--- src/rtl/cv32e40p_apu_shared_arbiter.sv ---
// ---------------------------------------------------------------------------
// cv32e40p_apu_shared_arbiter
//
// Lets N_REQ EX stages share one APU/FPU interconnect port. Each requester
// sees a private-APU style req/gnt + rvalid/result interface. Requests are
// arbitrated round-robin. A request that was offered but not granted is
// locked in until its handshake, so it is never reordered or dropped.
// Granted requester IDs are queued in a small FIFO so that in-order responses
// can be steered back to the requester that issued them.
//
// Ports
//   clk, rst_n      clock, asynchronous active-low reset
//   req_i           per-requester request
//   operands_i      per-requester operands (NARGS x 32 bits each)
//   op_i            per-requester opcode
//   gnt_o           per-requester grant (onehot or zero, combinational)
//   rvalid_o        per-requester response valid (onehot or zero, combinational)
//   result_o        response data, broadcast to all requesters
//   flags_o         response flags, broadcast to all requesters
//   apu_req_o       request to the shared APU
//   apu_gnt_i       grant from the shared APU
//   apu_operands_o  operands of the selected requester
//   apu_op_o        opcode of the selected requester
//   apu_rvalid_i    response valid from the shared APU
//   apu_result_i    response data from the shared APU
//   apu_flags_i     response flags from the shared APU
//   outstanding_o   number of granted transactions still awaiting a response
//   spurious_o      sticky: a response arrived with nothing outstanding
// ---------------------------------------------------------------------------
module cv32e40p_apu_shared_arbiter #(
  parameter int N_REQ         = 2,
  parameter int DEPTH         = 4,
  parameter int APU_NARGS_CPU = 3,
  parameter int APU_WOP_CPU   = 6,
  parameter int APU_NUSFLAGS  = 5
) (
  input  logic                                clk,
  input  logic                                rst_n,
  input  logic [N_REQ-1:0]                    req_i,
  input  logic [N_REQ*APU_NARGS_CPU*32-1:0]   operands_i,
  input  logic [N_REQ*APU_WOP_CPU-1:0]        op_i,
  output logic [N_REQ-1:0]                    gnt_o,
  output logic [N_REQ-1:0]                    rvalid_o,
  output logic [31:0]                         result_o,
  output logic [APU_NUSFLAGS-1:0]             flags_o,
  output logic                                apu_req_o,
  input  logic                                apu_gnt_i,
  output logic [APU_NARGS_CPU*32-1:0]         apu_operands_o,
  output logic [APU_WOP_CPU-1:0]              apu_op_o,
  input  logic                                apu_rvalid_i,
  input  logic [31:0]                         apu_result_i,
  input  logic [APU_NUSFLAGS-1:0]             apu_flags_i,
  output logic [$clog2(DEPTH):0]              outstanding_o,
  output logic                                spurious_o
);

  localparam int ID_W   = (N_REQ > 1) ? $clog2(N_REQ) : 1;
  localparam int PTR_W  = (DEPTH > 1) ? $clog2(DEPTH) : 1;
  localparam int CNT_W  = $clog2(DEPTH) + 1;
  localparam int OPND_W = APU_NARGS_CPU * 32;

  // Arbitration state
  logic [ID_W-1:0]  rr_ptr;
  logic             lock;
  logic [ID_W-1:0]  lock_id;

  // Response-routing ID FIFO
  logic [ID_W-1:0]  fifo_mem [DEPTH];
  logic [PTR_W-1:0] wr_ptr;
  logic [PTR_W-1:0] rd_ptr;
  logic [CNT_W-1:0] count;

  logic [ID_W-1:0]  winner;
  logic [ID_W-1:0]  head_id;
  logic             full;
  logic             empty;
  logic             handshake;
  logic             pop;

  // Full uses only the registered count, so a pop in the same cycle does not
  // let a new request through.
  assign full    = (count == CNT_W'(DEPTH));
  assign empty   = (count == '0);
  assign head_id = fifo_mem[rd_ptr];

  // Winner selection: a locked (offered but not yet granted) request keeps
  // the port; otherwise search upward from rr_ptr, wrapping at N_REQ.
  // NOTE: every signal driven in always_comb gets a default before any
  // conditional assignment, otherwise a latch is inferred.
  always_comb begin : win_sel
    logic found;
    int   idx;
    winner = lock_id;
    found  = 1'b0;
    idx    = 0;
    if (!lock) begin
      winner = '0;
      for (int i = 0; i < N_REQ; i++) begin
        idx = (int'(rr_ptr) + i) % N_REQ;
        if (!found && req_i[idx]) begin
          winner = ID_W'(idx);
          found  = 1'b1;
        end
      end
    end
  end

  assign apu_req_o      = ~full & (lock | (|req_i));
  assign handshake      = apu_req_o & apu_gnt_i;
  assign pop            = apu_rvalid_i & ~empty;
  assign apu_operands_o = apu_req_o ? operands_i[int'(winner)*OPND_W +: OPND_W] : '0;
  assign apu_op_o       = apu_req_o ? op_i[int'(winner)*APU_WOP_CPU +: APU_WOP_CPU] : '0;

  // Response data is broadcast unqualified; requesters qualify with rvalid_o.
  assign result_o      = apu_result_i;
  assign flags_o       = apu_flags_i;
  assign outstanding_o = count;

  always_comb begin
    gnt_o    = '0;
    rvalid_o = '0;
    if (handshake) gnt_o[winner]   = 1'b1;
    if (pop)       rvalid_o[head_id] = 1'b1;
  end

  // NOTE: sequential state uses non-blocking assignments only, so every
  // flop samples values from before the edge regardless of block ordering.
  always_ff @(posedge clk or negedge rst_n) begin
    if (!rst_n) begin
      rr_ptr     <= '0;
      lock       <= 1'b0;
      lock_id    <= '0;
      wr_ptr     <= '0;
      rd_ptr     <= '0;
      count      <= '0;
      spurious_o <= 1'b0;
    end else begin
      if (handshake) begin
        rr_ptr <= (winner == ID_W'(N_REQ - 1)) ? '0 : winner + 1'b1;
        lock   <= 1'b0;
        wr_ptr <= wr_ptr + 1'b1;
      end else if (apu_req_o) begin
        // Offered but not accepted: pin this requester until it is granted.
        lock    <= 1'b1;
        lock_id <= winner;
      end

      if (pop) rd_ptr <= rd_ptr + 1'b1;

      case ({handshake, pop})
        2'b10:   count <= count + 1'b1;
        2'b01:   count <= count - 1'b1;
        default: count <= count;
      endcase

      if (apu_rvalid_i && empty) spurious_o <= 1'b1;
    end
  end

  // NOTE: the ID storage has no reset; an entry is only read after it has
  // been written, and the pointers/count that guard it are reset.
  always_ff @(posedge clk) begin
    if (handshake) fifo_mem[wr_ptr] <= winner;
  end

endmodule
--- config.mk ---
export PLATFORM = sky130hd
export DESIGN_NAME = cv32e40p_apu_shared_arbiter
export DESIGN_NICKNAME = d
export VERILOG_FILES = /design/src/rtl/cv32e40p_apu_shared_arbiter.sv
export SDC_FILE = /design/constraint.sdc
export NUM_CORES = 1
export LEC_CHECK = 0
export CORE_AREA = 2 2 153 155
export CTS_BUF_LIST = sky130_fd_sc_hd__clkbuf_2
export CTS_CLUSTER_SIZE = 20
export DETAILED_ROUTE_END_ITERATION = 8
export DIE_AREA = 0 0 155 157
export PLACE_DENSITY = 0.58
export RECOVER_POWER = 25
export REMOVE_ABC_BUFFERS = 1
export SLEW_MARGIN = 0
export SYNTH_ARGS = -nofsm -noshare
export SYNTH_HDL_FRONTEND = slang
export SYNTH_SLANG_ARGS = --single-unit
--- constraint.sdc ---
create_clock -name clk -period 2.83 [get_ports clk]
set_clock_uncertainty 0.1 [all_clocks]
set_input_delay 0.566 -clock clk [delete_from_list [all_inputs] [get_ports clk]]
set_output_delay 0.566 -clock clk [all_outputs]
set_load 0.01 [all_outputs]
Word-level counts from Yosys, hierarchy flattened
Memories as Yosys holds them, arrays and structs flattened.
Index checks and enable logic that the tools add are counted.
Storage, ports and cells
  flip-flop bits (word level): 11
  memory bits (writable): 4
  input bits: 247
  output and inout bits: 148
  logic and storage cells: 69
  memories kept: 1
Memories
  fifo_mem: words 4, width 1, read ports 1, clocked after Yosys merged registers in 0, write ports 1, RTL line 68  | logic [ID_W-1:0] fifo_mem [DEPTH];
Cells by class
  add/sub/neg operators: 6
  multiply operators: 2
  order comparisons: 6
  equality and inequality tests: 3
  shifts and indexed selects: 2
  mux-type cells: 24
  bitwise logic cells: 8
  reduce and logical (&&, ||, !) cells: 10
Operators by type and width (count)
  indexed part select 192 x 9 -> 96 bit: 1
  two-way mux 96 bit: 1
  two-way mux 1 bit: 17
  indexed part select 12 x 5 -> 6 bit: 1
  < comparator 1 x 2 -> 1 bit (second input constant): 3
  multiplier 1 x 2 -> 3 bit (second input constant): 2
  two-way mux 6 bit: 1
  one-hot mux 3 bit (2 select lines): 1
  adder 2 x 1 -> 2 bit (second input constant): 2
  logical AND 1 bit: 4
  two-way mux 2 bit: 2
  nonzero test 2 bit: 2
  adder 3 x 1 -> 3 bit (second input constant): 1
  AND 1 bit: 3
  equality test 3 bit (second input constant): 1
  zero test 3 bit: 1
  < comparator 2 x 3 -> 1 bit (second input constant): 1
  NOT 1 bit: 3
  subtractor 3 x 1 -> 3 bit (second input constant): 1
  adder 1 bit (second input constant): 2
  demux 1 bit (select 1 bit): 2
  equality test 2 x 1 -> 1 bit (second input constant): 1
  equality test 2 bit (second input constant): 1
  greater-or-equal comparator 1 bit (second input constant): 2
  other kinds (5): 5

Depth between registers and ports, before layout
  depth after elaboration: 13
  gate-level depth with buffers: 9
  gate-level depth less buffers: 9

Worst setup path before layout
No wires, ideal clock.
  path kind: in2out
  from: in req_i[0]
  to: out apu_operands_o[31]
  data arrival time: 1586 ps
  setup slack: 578 ps
  stages: 8
  path buffers: 3
  path through: nor2b_1 -> o21a_1 -> buf_2 -> inv_2 -> buf_6 -> buf_6 -> nand2_1 -> a21oi_1
On the way
  word-level cells in the longest chain between the ends: 11
  elaborated cells on any way between the ends: 18
  those cells by class: mul: 1; shift: 1; mux: 11; bitwise: 2; reduce/logical: 3
RTL lines
  start: declaration: RTL line 39  | input logic [N_REQ-1:0] req_i,
  two-way mux 1 bit (not written as such) (2 in a row): RTL line 100  | if (!found && req_i[idx]) begin
  two-way mux 1 bit: RTL line 100
  two-way mux 1 bit: RTL line 96  | if (!lock) begin
  zero test 1 bit: RTL line 100
  logical AND 1 bit: RTL line 100
  two-way mux 1 bit: RTL line 100
  two-way mux 1 bit: RTL line 96
  multiplier 1 x 2 -> 3 bit: RTL line 111  | assign apu_operands_o = apu_req_o ? operands_i[int'(winner)*OPND_W +: OPND_W] : '0;
  indexed part select 192 x 9 -> 96 bit: RTL line 111
  two-way mux 96 bit (*): RTL line 111
  end: declaration: RTL line 48  | output logic [APU_NARGS_CPU*32-1:0] apu_operands_o,
Mark *: on every way between the ends. The rest lies on a longest branch, timed or not. The select of a mux whose other input is x is not followed.

Worst setup path after layout
  from: in req_i[0]
  to: out apu_operands_o[58]
Same word-level chain as after synthesis.

==> impl_metrics.env <==
export IMPL_die_h_um=157
export IMPL_antenna_found_initial=0
export IMPL_ys_ff_latch=15
export IMPL_worst_r2r_startpoint="outstanding_o[1]"
export IMPL_wl_met2_mm=7.72
export IMPL_synthCells=440
export IMPL_swShare_pct=46.5
export IMPL_drtAntennaViolNets=0
export IMPL_cts_root_buf="clkbuf_2"
export IMPL_dr_first_iter_drc_count=170
export IMPL_cts_sinks=15
export IMPL_num_vias=4035
export IMPL_path_max_fanout=11
export IMPL_clockPowerShare_pct=2.1
export IMPL_synth_edf_count=4
export IMPL_firstDrtPassIters=6
export IMPL_worstSetupPathDepth=10
export IMPL_highest_layer="met5"
export IMPL_area_growth_syn_to_layout_pct=139
export IMPL_viasPerCell=3.93
export IMPL_synth_cell_types=31
export IMPL_relSlewSlack_pct=64.5
export IMPL_worstMarginPinSlew_ps=530
export IMPL_hold_class="reg2reg"
export IMPL_io_buffers=320
export IMPL_die_area_um2=24300
export IMPL_period_needed_ps=2750
export IMPL_final_cell_mix="clkdlybuf4s50_1, nand2_1, a21oi_1"
export IMPL_p_per_area_nw_per_um2=800
export IMPL_cp_cell_sequence="dlygate4sd2_1 -> nor2b_4 -> o21a_4 -> buf_6 -> buf_12 -> buf_12 -> buf_12 -> nand2_1 -> a21oi_1 -> dlygate4sd2_1"
export IMPL_drc_errors=0
export IMPL_drv_slew=0
export IMPL_status="finished clean"
export IMPL_crit_path_end_kind="output pin"
export IMPL_setup_violations=0
export IMPL_synthFlopType="dfrtp_1"
export IMPL_numCtsBuffers=3
export IMPL_htreeDepth=1
export IMPL_syn_cell_area_um2=2530
export IMPL_cp_arrival_ps=2080
export IMPL_crit_buf_inv=6
export IMPL_seqPwrFrac_pct=8.3
export IMPL_fin_tns_setup_ps=0
export IMPL_cts_buffer_depth=2
export IMPL_ys_async_sr_fraction_pct=73.3
export IMPL_syn_avg_cell_area_um2=5.75
export IMPL_wl_per_cell_um=16.8
export IMPL_cpMostUsedCell="buf_12"
export IMPL_dieWidth_um=155
export IMPL_startpoint_type="primary input"
export IMPL_p_int_mw=2.59
export IMPL_final_nets=997
export IMPL_ys_warnings_count=0
export IMPL_critical_path_class="in2out"
export IMPL_cp_data_required_time_ps=2160
export IMPL_antenna_cells=0
export IMPL_crit_path_max_incr_delay_ps=290
export IMPL_tritoncts="built"
export IMPL_initial_utilization_pct=11.2
export IMPL_drv_cap=0
export IMPL_track_usage_pct=13.3
export IMPL_p_leak_nw=2.72
export IMPL_rsz0062_at_grt="false"
export IMPL_wirelength_mm=17.2
export IMPL_grt_pass1_wl_mm=24.8
export IMPL_finalPower_mw=4.84
export IMPL_r2r_setup_slack_ps=540
export IMPL_path_delay_family="buffers and inverters"
export IMPL_fmax_mhz=364
export IMPL_crit_start="req_i[0]"
export IMPL_vdd_ir_drop_max_uv=268
export IMPL_cts_clk_slew_worst_paths_ps=140
export IMPL_slowest_stage="dlygate4sd2_1"
export IMPL_place_congestion=0.874
export IMPL_gr_total_overflow=0
export IMPL_dpl_hpwl_mm=13.2
export IMPL_drive_gt1_share_pct=20.6
export IMPL_m1WireLength_mm=6.54
export IMPL_r2r_end="outstanding_o[2]"
export IMPL_grt_max_degree=37
export IMPL_dr_wl_met3_mm=2.71
export IMPL_layout_commonest_cell="clkdlybuf4s50_1"
export IMPL_worstSetupEndpoint="apu_operands_o[58]"
export IMPL_rows=55
export IMPL_placeableCoreArea_um2=22500
export IMPL_pwr_share_comb_pct=89.6
export IMPL_clkLatencyLatePin_ps=280
export IMPL_power_switching_mw=2.25
export IMPL_yosysSeqAreaShare_pct=15.6
export IMPL_hold_viol=0
export IMPL_period_share_pct=97.0
export IMPL_reg2reg_depth=9
export IMPL_ios=395
export IMPL_grt_pass1_vias=4145
per-layer routing:
metal  track usage [%]  vias to the layer above
met5              4.14                        -
met4              1.68                        2
met3              6.72                       12
met2              21.3                      252
met1              16.2                     1781
li1                  -                     1988
cell type report:
| type | instances | area [um2] |
|---|---|---|
| Fill cell | 2471 | 16500 |
| Timing Repair Buffer | 370 | 3570 |
| Multi-Input combinational cell | 345 | 1660 |
| Sequential cell | 15 | 395 |
| Tap cell | 285 | 357 |
| Inverter | 9 | 46.3 |
| Clock buffer | 3 | 15.0 |
| Clock inverter | 1 | 5.00 |
cell usage after synthesis (2+ instances only):
cell type  count  area, um2
inv_1          8       30.0
buf_4         40        300
nand2b_1       2       12.5
xnor2_1        4       35.0
dfrtp_1       11        275
a21o_1         2       15.0
xor2_1         2       17.5
nor2_1         4       15.0
buf_2         15       75.1
nand2_1      206        773
and3_1         4       25.0
a21oi_1      102        510
ha_1           5       62.6
edfxtp_1       4        120
buf_6          7       78.8
clkbuf_1       9       33.8
through the flow:
stage	hold WS (ps)	utilization, %	std cells	instance area, um2	setup slack (ps)
global placement	342	26.5	1008	5970	-415
global route	417	26.9	1028	6050	19.3
detailed placement	349	26.5	1008	5970	-452
floorplan	170	-	369	2040	-2510
finish	384	26.9	1028	6050	83.6
CTS	382	27.2	1028	6120	20.0
power groups by stage:
stage	registers [mW]	logic, mW	clock network [mW]
2_1_floorplan	0.407	1.74	0
3_3_place_gp	0.397	4.30	0
3_5_place_dp	0.400	4.30	0
4_1_cts	0.399	4.46	0.109
5_1_grt	0.413	4.75	0.112
6_report	0.400	4.34	0.102
state kept, by name, summed over array words and instances (netlist names):
register	cells
fifo_mem	4
outstanding_o	3
rd_ptr	2
wr_ptr	2
lock	1
lock_id	1
rr_ptr	1
spurious_o	1
how the worst min path moves through the flow:
stage / from / end / slack (ps) / cells past startpoint
final: spurious_o / spurious_o / 380 / 1
after global routing: spurious_o / spurious_o / 420 / 1
after CTS: spurious_o / spurious_o / 380 / 1
after detailed placement: spurious_o / spurious_o / 350 / 1
after global placement: spurious_o / spurious_o / 340 / 1
after floorplan: rst_n / lock / 170 / 0
logic make-up (layout without fill, tap and decap cells):
| family | after synthesis | in the layout | synth area share [%] |
|---|---|---|---|
| XOR/XNOR | 6 | 6 | 2.08 |
| multiplexers | 3 | 3 | 1.73 |
| flip-flops | 15 | 15 | 15.6 |
| adder cells (fa/ha/maj) | 6 | 6 | 3.27 |
| AND/OR/NAND/NOR | 220 | 220 | 33.7 |
| AO/OA/AOI/OAI | 110 | 110 | 23.0 |
| buffers and inverters | 80 | 383 | 20.6 |
timing repair:
action | in CTS | in global routing
hold buffers | 0 | 0
setup buffers | 8 | 0
cloned | 8 | 0
hold endpoints to repair | 0 | 0
endpoints found under the setup margin | 105 | 37
pin swaps | 2 | 0
gates resized for setup | 312 | 51
(Power assumes the default switching activity.)
